**src/rtl/conv_mac.sv**
```systemverilog
// 5x5 convolution MAC: one window row per cycle, rounded/shifted output, double-buffered coefficients.
// Define CONV_MAC_SAT_EN to saturate the result to the pixel range; otherwise it wraps.
package conv_pkg;
  typedef logic [7:0] pixel_t;
  typedef enum logic [1:0] {IDLE, ACC, DONE} state_t;
endpackage

module conv_mac
  import conv_pkg::*;
#(
  parameter int PIXEL_W = $bits(pixel_t),
  parameter int COEF_W  = 8,
  parameter int SHIFT   = 4
) (
  input  logic                   clk,
  input  logic                   arst_n,
  input  logic                   s_tvalid_i,
  input  logic [25*PIXEL_W-1:0]  s_tdata_i,
  input  logic                   s_tuser_i,
  input  logic                   s_tlast_i,
  output logic                   s_tready_o,
  output logic                   m_tvalid_o,
  output logic [PIXEL_W-1:0]     m_tdata_o,
  output logic                   m_tuser_o,
  output logic                   m_tlast_o,
  input  logic                   m_tready_i,
  input  logic                   coef_we_i,
  input  logic [4:0]             coef_addr_i,
  input  logic [COEF_W-1:0]      coef_dat_i,
  input  logic                   coef_commit_i,
  output logic                   busy_o
);
  localparam int NTAPS = 25;
  // One guard bit beyond the product width per doubling of 25 terms keeps the sum exact.
  localparam int ACC_W = PIXEL_W + COEF_W + 5;
  localparam logic signed [COEF_W-1:0] COEF_ONE = COEF_W'(1 << SHIFT);
  localparam logic signed [ACC_W:0]    HALF     = (ACC_W + 1)'(1 << (SHIFT - 1));

  state_t state, state_next;
  logic [25*PIXEL_W-1:0]     win_q;
  logic                      user_q, last_q;
  logic signed [COEF_W-1:0]  shadow [NTAPS];
  logic signed [COEF_W-1:0]  active [NTAPS];
  logic signed [ACC_W-1:0]   acc, row_sum;
  logic signed [ACC_W:0]     rounded;
  logic [PIXEL_W-1:0]        result;
  logic [4:0]                tap;
  logic [2:0]                row;
  logic                      pending, accept, copy, load_out;

  assign accept   = (state == IDLE) && s_tvalid_i;
  assign copy     = (state == IDLE) && !s_tvalid_i && pending;
  assign load_out = (state == DONE) && (!m_tvalid_o || m_tready_i);

  // NOTE: sequential state uses non-blocking assignments so every flop samples pre-edge values.
  always_ff @(posedge clk) begin
    if (!arst_n) state <= IDLE;
    else         state <= state_next;
  end

  // NOTE: every always_comb output gets a default first so no path can infer a latch.
  always_comb begin
    state_next = state;
    unique case (state)
      IDLE:    if (s_tvalid_i) state_next = ACC;
      ACC:     if (row == 3'd4) state_next = DONE;
      DONE:    if (!m_tvalid_o || m_tready_i) state_next = IDLE;
      default: state_next = IDLE;
    endcase
  end

  always_comb begin
    s_tready_o = (state == IDLE);
    busy_o     = (state != IDLE) || pending;
  end

  // Window payload is only read after a capture, so it needs no reset.
  always_ff @(posedge clk) begin
    if (accept) begin
      win_q  <= s_tdata_i;
      user_q <= s_tuser_i;
      last_q <= s_tlast_i;
    end
  end

  always_comb begin
    row_sum = '0;
    tap     = '0;
    for (int c = 0; c < 5; c++) begin
      tap     = 5'(32'(row) * 5 + c);
      row_sum = row_sum + $signed({1'b0, win_q[tap*PIXEL_W +: PIXEL_W]}) * active[tap];
    end
  end

  always_ff @(posedge clk) begin
    if (!arst_n) begin
      acc <= '0;
      row <= '0;
    end else if (accept) begin
      acc <= '0;
      row <= '0;
    end else if (state == ACC) begin
      acc <= acc + row_sum;
      row <= row + 3'd1;
    end
  end

  // Round half up, then arithmetic shift back to pixel scale.
  always_comb begin
    rounded = $signed({acc[ACC_W-1], acc}) + HALF;
`ifdef CONV_MAC_SAT_EN
    begin : sat
      localparam logic signed [ACC_W:0] PIX_MAX = (ACC_W + 1)'((1 << PIXEL_W) - 1);
      logic signed [ACC_W:0] shifted;
      shifted = rounded >>> SHIFT;
      if (shifted[ACC_W])          result = '0;
      else if (shifted > PIX_MAX)  result = '1;
      else                         result = shifted[PIXEL_W-1:0];
    end
`else
    result = PIXEL_W'(rounded >>> SHIFT);
`endif
  end

  always_ff @(posedge clk) begin
    if (!arst_n) begin
      m_tvalid_o <= 1'b0;
      m_tdata_o  <= '0;
      m_tuser_o  <= 1'b0;
      m_tlast_o  <= 1'b0;
    end else if (load_out) begin
      m_tvalid_o <= 1'b1;
      m_tdata_o  <= result;
      m_tuser_o  <= user_q;
      m_tlast_o  <= last_q;
    end else if (m_tready_i) begin
      m_tvalid_o <= 1'b0;
    end
  end

  // NOTE: the coefficient banks are reset because they must power up as an identity filter.
  always_ff @(posedge clk) begin
    if (!arst_n) begin
      pending <= 1'b0;
      for (int i = 0; i < NTAPS; i++) begin
        shadow[i] <= (i == 12) ? COEF_ONE : '0;
        active[i] <= (i == 12) ? COEF_ONE : '0;
      end
    end else begin
      pending <= coef_commit_i || (pending && !copy);
      if (coef_we_i && coef_addr_i < 5'd25) shadow[coef_addr_i] <= coef_dat_i;
      if (copy)
        for (int i = 0; i < NTAPS; i++) active[i] <= shadow[i];
    end
  end
endmodule
```
**config.mk**
```make
export PLATFORM = sky130hd
export DESIGN_NAME = conv_mac
export DESIGN_NICKNAME = d
export VERILOG_FILES = /design/src/rtl/conv_mac.sv
export SDC_FILE = /design/constraint.sdc
export NUM_CORES = 2
export LEC_CHECK = 0
export CORE_ASPECT_RATIO = 0.7
export CORE_MARGIN = 1.5
export CORE_UTILIZATION = 38
export CTS_BUF_LIST = sky130_fd_sc_hd__clkbuf_2
export DETAILED_ROUTE_END_ITERATION = 8
export PLACE_DENSITY_LB_ADDON = 0.2
export SLEW_MARGIN = 20
export SYNTH_ARGS = -nofsm -noshare
export SYNTH_HDL_FRONTEND = slang
export SYNTH_SLANG_ARGS = --single-unit
```
**constraint.sdc**
```tcl
create_clock -name clk -period 17.6 [get_ports clk]
set_clock_uncertainty 0.05 [all_clocks]
set_input_delay 1.76 -clock clk [delete_from_list [all_inputs] [get_ports clk]]
set_output_delay 1.76 -clock clk [all_outputs]
set_load 0.02 [all_outputs]
```
After elaboration in Yosys (flattened, before gate mapping)
Memories as Yosys holds them, arrays and structs flattened.
Cells that the tools add are included.
{"block": "classes", "n_shift": 5, "n_mul": 6, "reduce_logical": 18, "bitwise": 26, "n_lt_le_gt_ge": 1, "eq_ne": 6, "mux": 41, "add_sub_neg": 11}
{"operator": "variable part select 200 x 9 -> 8 bit", "n": 5}
{"operator": "two-way mux 8 bit", "n": 26}
{"operator": "multiplier 9 x 8 -> 17 bit", "n": 5}
{"operator": "OR 1 bit", "n": 25}
{"operator": "adder 20 x 17 -> 21 bit", "n": 1}
{"operator": "adder 21 bit", "n": 1}
{"operator": "adder 19 x 17 -> 20 bit", "n": 1}
{"operator": "adder 18 x 17 -> 19 bit", "n": 1}
{"operator": "adder 17 x 17 -> 18 bit", "n": 1}
{"operator": "adder 12 x 5 -> 12 bit (second input constant)", "n": 1}
{"operator": "adder 5 x 2 -> 5 bit (second input constant)", "n": 2}
{"operator": "two-way mux 1 bit", "n": 10}
{"operator": "OR reduction 8 bit", "n": 1}
{"operator": "logical AND 1 bit", "n": 6}
{"operator": "two-way mux 2 bit", "n": 3}
{"operator": "one-hot mux 2 bit (3 select lines)", "n": 1}
{"operator": "adder 5 x 1 -> 5 bit (second input constant)", "n": 1}
{"operator": "adder 5 x 3 -> 5 bit (second input constant)", "n": 1}
{"operator": "< comparator 5 bit (second input constant)", "n": 1}
{"operator": "multiplier 3 x 3 -> 5 bit (second input constant)", "n": 1}
{"operator": "two-way mux 5 bit", "n": 1}
{"operator": "!= test 2 bit (second input constant)", "n": 2}
{"operator": "nonzero test 2 bit", "n": 2}
{"operator": "adder 3 x 1 -> 3 bit (second input constant)", "n": 1}
{"operator": "other kinds (10)", "n": 14}
{"block": "totals", "out_inout_bits": 13, "in_bits": 221, "mem_count": 2, "ff_bits": 240, "mem_bits_rw": 400}
{"memory": "active", "words": 25, "word_bits": 8, "rd": 5, "rd_clocked_by_memory_dff": 0, "write_ports": 25, "line": "43", "rtl": "logic signed [COEF_W-1:0] active [NTAPS];"}
{"memory": "shadow", "words": 25, "word_bits": 8, "rd": 25, "rd_clocked_by_memory_dff": 0, "write_ports": 25, "line": "42", "rtl": "logic signed [COEF_W-1:0] shadow [NTAPS];"}

Depth between registers and ports, before layout
{"block": "logic_depth", "ltp_word": 9, "depth_mapped": 53}

Worst setup path after synthesis
Ideal clock, no wire load.
{"block": "synth_path", "kind": "register to register", "start": "reg row[1]", "end": "reg acc[11]", "t_required_ps": 17470, "period_less_slack_ps": 12208, "stages_incl_launch_ff": 49, "setup_slack_ps": 5392, "setup_ps": 80, "arrival_ps": 12078, "cell_sequence": "dfxtp_1 -> buf_4 -> buf_4 -> buf_4 -> buf_4 -> buf_4 -> buf_6 -> buf_4 -> buf_2 -> buf_4 -> buf_2 -> inv_1 -> ha_1 -> buf_4 -> buf_4 -> buf_2 -> buf_4 -> buf_6 -> [13 not listed] -> fa_1 -> fa_1 -> fa_1 -> inv_1 -> fa_1 -> inv_1 -> ha_1 -> ha_1 -> a21o_1 -> a21oi_1 -> o21bai_1 -> a21oi_1 -> o21bai_1 -> a21oi_1 -> xor2_1 -> xnor3_1 -> xor3_1 -> a211oi_2"}
{"block": "synth_between", "elab_chain_cells": 9, "elab_cells_between_ends": 21, "classes_between": "add/sub (9); mul (6); shift (5); memory (1)"}
{"element": "start, declared", "line": "48", "rtl": "logic [2:0] row;"}
{"element": "start signal, assigned", "line": "104", "rtl": "row <= row + 3'd1;"}
{"element": "multiplier 3 x 3 -> 5 bit *", "line": "90", "rtl": "tap = 5'(32'(row) * 5 + c);"}
{"element": "adder 5 x 1 -> 5 bit", "line": "90"}
{"element": "variable part select 200 x 9 -> 8 bit or memory read (25 x 8 bit) (tied branches)"}
{"element": "multiplier 9 x 8 -> 17 bit", "line": "91", "rtl": "row_sum = row_sum + $signed({1'b0, win_q[tap*PIXEL_W +: PIXEL_W]}) * active[tap];"}
{"element": "adder 17 x 17 -> 18 bit", "line": "91"}
{"element": "adder 18 x 17 -> 19 bit", "line": "91"}
{"element": "adder 19 x 17 -> 20 bit", "line": "91"}
{"element": "adder 20 x 17 -> 21 bit *", "line": "91"}
{"element": "adder 21 bit *", "line": "103", "rtl": "acc <= acc + row_sum;"}
{"element": "end signal, assigned", "line": "103"}
{"element": "end, declared", "line": "44", "rtl": "logic signed [ACC_W-1:0] acc, row_sum;"}
Every way passes the cells marked *; elsewhere a longest branch is shown, timed or not.
A chain may end at the register's enable or synchronous reset.

Worst setup path in the final report
{"block": "layout_path", "start": "reg row[0]", "end": "reg acc[11]"}
Same word-level chain as after synthesis.

==> impl_metrics.json <==
{
  "status": "completed",
  "worstPathMaxFanout": 46,
  "synth_largest_area_cell": "edfxtp_1",
  "avgSynthCellArea_um2": 13.44,
  "cts_hold_buffers": 0,
  "end_kind": "flip-flop",
  "fin_setup_tns_ns": 0,
  "max_stage_delay_ns": 0.90,
  "r2r-end": "acc[11]",
  "cp-start-kind": "flip-flop",
  "critPathBufInv": 6,
  "crit_start": "row[0]",
  "post-route-period-util": 0.7125,
  "yosys_warnings": 0,
  "ys_seq_area_frac": 0.4012,
  "rows": 106,
  "maxSlewHeadroom": 0.1847,
  "grt_pass1_vias": 30560,
  "final_nets": 4296,
  "synthesis.nets": 4030,
  "post_cts_buffers": 0,
  "cp_top_family": "adder cells",
  "grt_max_degree": 148,
  "fin_crit_ns": 12.54,
  "drt-wirelength-per-cell_um": 28.28,
  "gr-total-overflow": 0,
  "port_buffers": 233,
  "worstHoldPathType": "flip-flop to flip-flop",
  "dr.pass1.iters": 6,
  "clk_latency_ns": 1.62,
  "max_freq_mhz": 79.75,
  "cts_inserted_buffers": 156,
  "cp.depth": 32,
  "cts_resized": 0,
  "crit_slowest_cell": "dfxtp_4",
  "ys.flop_type": "edfxtp_1",
  "ios": 234,
  "synth.most_common_cell": "edfxtp_1",
  "wirelength_um": 154600,
  "max_cap_viol_count": 0,
  "async_reset_ff_frac": 0,
  "worst_pin_slew_ns": 1.216,
  "crit_required_ns": 19.08,
  "via_count": 31240,
  "reg2reg_setup_slack_ns": 5.06,
  "cts_max_level": 4,
  "fill_cells": 11140,
  "start_util": 0.3853,
  "grt_pass1_wl_um": 222000,
  "die_height_um": 295.1,
  "antenna_found_initial": 5,
  "ys_types": 83,
  "clk_pin_slew_ns": 0.13,
  "crit_end": "acc[11]",
  "critPathMostFrequentCell": "fa_1",
  "r2r-start": "row[0]",
  "design.core.area_um2": 120200,
  "viasPerCell": 5.713,
  "netlist_top_cells_count": "edfxtp_1, and2_1, mux4_2, inv_1, fa_1",
  "synth_area_leaders": "edfxtp_1, mux4_2, fa_1, and2_1, ha_1",
  "syn_inst": 3446,
  "place_hpwl_um": 115700,
  "die_width_um": 420.2,
  "synth-edff-count": 594,
  "area_growth_pct": 11.68,
  "drtIter0Drc": 3644,
  "clock-sinks": 631,
  "drc": 0,
  "ys_seq_elements": 631,
  "finalSetupViolCount": 0,
  "hold_violations": 0,
  "worst_ep_arrival_time_ns": 14.02,
  "synth_top_area_share": 0.3852,
  "gp_congestion": 0.9628,
  "die-area_um2": 124000,
  "critical_path_class": "flip-flop to flip-flop",
  "clock-root-buffer": "clkbuf_2",
  "rsz0062_at_grt": "no",
  "cts_tree": "yes",
  "drive_above_1_share": 0.2265,
  "grt_usage": 0.2517,
  "maxSlewViolCount": 0,
  "cts_max_path_buffers": 3,
  "syn_area_um2": 46300,
  "antenna_left": 0,
  "rr_worst_depth": 32
}
[cell type report]
class	instances	area, um2	area share
Sequential cell	631	18590	0.3594
Clock buffer	229	1146	0.02216
Timing Repair Buffer	315	2948	0.05701
Inverter	319	1197	0.02316
Clock inverter	54	339.1	0.006557
Multi-Input combinational cell	2289	25440	0.4920
Tap cell	1620	2027	0.03920
Antenna cell	11	27.53	0.0005323
[kinds of logic (layout without fill, tap and decap cells)]
family | after synthesis | in the layout | synth area share
AOI/OAI and AO/OA | 305 | 305 | 0.04342
xor gates and xnor gates | 82 | 82 | 0.01810
adders and majority gates | 363 | 363 | 0.1359
buffers and inverters | 526 | 917 | 0.05345
DFF | 631 | 631 | 0.4012
muxes | 546 | 546 | 0.2344
other | 0 | 11 | 0
and+or+nand+nor | 993 | 993 | 0.1135
[sequential cells by signal, summed over array words and instances, names as in the netlist]
signal      cells
last_q          1
m_tuser_o       1
shadow        200
row             3
state           2
m_tdata_o       8
pending         1
m_tvalid_o      1
user_q          1
active        200
win_q         200
m_tlast_o       1
acc            12
[layer usage]
layer | vias to the layer above | part of all wire | global-route usage
met5 | - | 0 | 0.0003852
met4 | 0 | 0.025 | 0.06974
met3 | 211 | 0.11 | 0.07787
met2 | 1752 | 0.41 | 0.3447
met1 | 16050 | 0.45 | 0.3809
li1 | 13230 | - | -
[placed cells by master (no fill, tap or decap), types with 11 or more instances in the layout]
master / Yosys / routed
a211oi_1: 19 / 17
a21oi_1: 91 / 91
a22oi_1: 32 / 32
and2_1: 413 / 412
buf_4: 26 / 80
clkbuf_2: 0 / 229
clkdlybuf4s50_1: 0 / 228
clkinv_1: 0 / 31
dfxtp_1: 37 / 35
diode_2: 0 / 11
edfxtp_1: 594 / 594
fa_1: 233 / 233
ha_1: 130 / 126
inv_1: 317 / 316
mux2_2: 38 / 38
mux2i_1: 90 / 90
mux4_1: 26 / 26
mux4_2: 387 / 387
nand2_1: 185 / 184
nand2b_1: 43 / 43
nand3_1: 29 / 29
nor2_1: 199 / 199
nor2b_1: 50 / 49
o21ai_0: 50 / 32
o21ai_1: 8 / 25
or2_2: 42 / 42
xnor2_1: 60 / 53
[through the flow]
step                hold WS, ns  cell area, um2    util  setup WS, ns  cells
global placement         0.4018           50170  0.4175         5.312   5174
global route             0.3709           51700  0.4303         4.544   5465
floorplan                0.3906           46300       -         5.392   3446
finish                   0.3324           51710  0.4303         5.060   5468
CTS                      0.3324           51670  0.4300         5.277   5457
detailed placement       0.4097           50180  0.4176         5.318   5174
[worst min-delay path by stage]
stage,depth (start not counted),endpoint,slack [ns],startpoint
3_3_place_gp,2,acc[1],0.40,acc[1]
6_report,1,active[17][6],0.33,shadow[17][6]
3_5_place_dp,2,acc[2],0.41,acc[2]
4_1_cts,1,active[17][6],0.33,shadow[17][6]
5_1_grt,1,active[17][6],0.37,shadow[17][6]
2_1_floorplan,2,acc[0],0.39,acc[0]
Power is left out: the tool's default activity adds up to more than one toggle a clock period on the data nets, which glitch-free logic cannot reach.
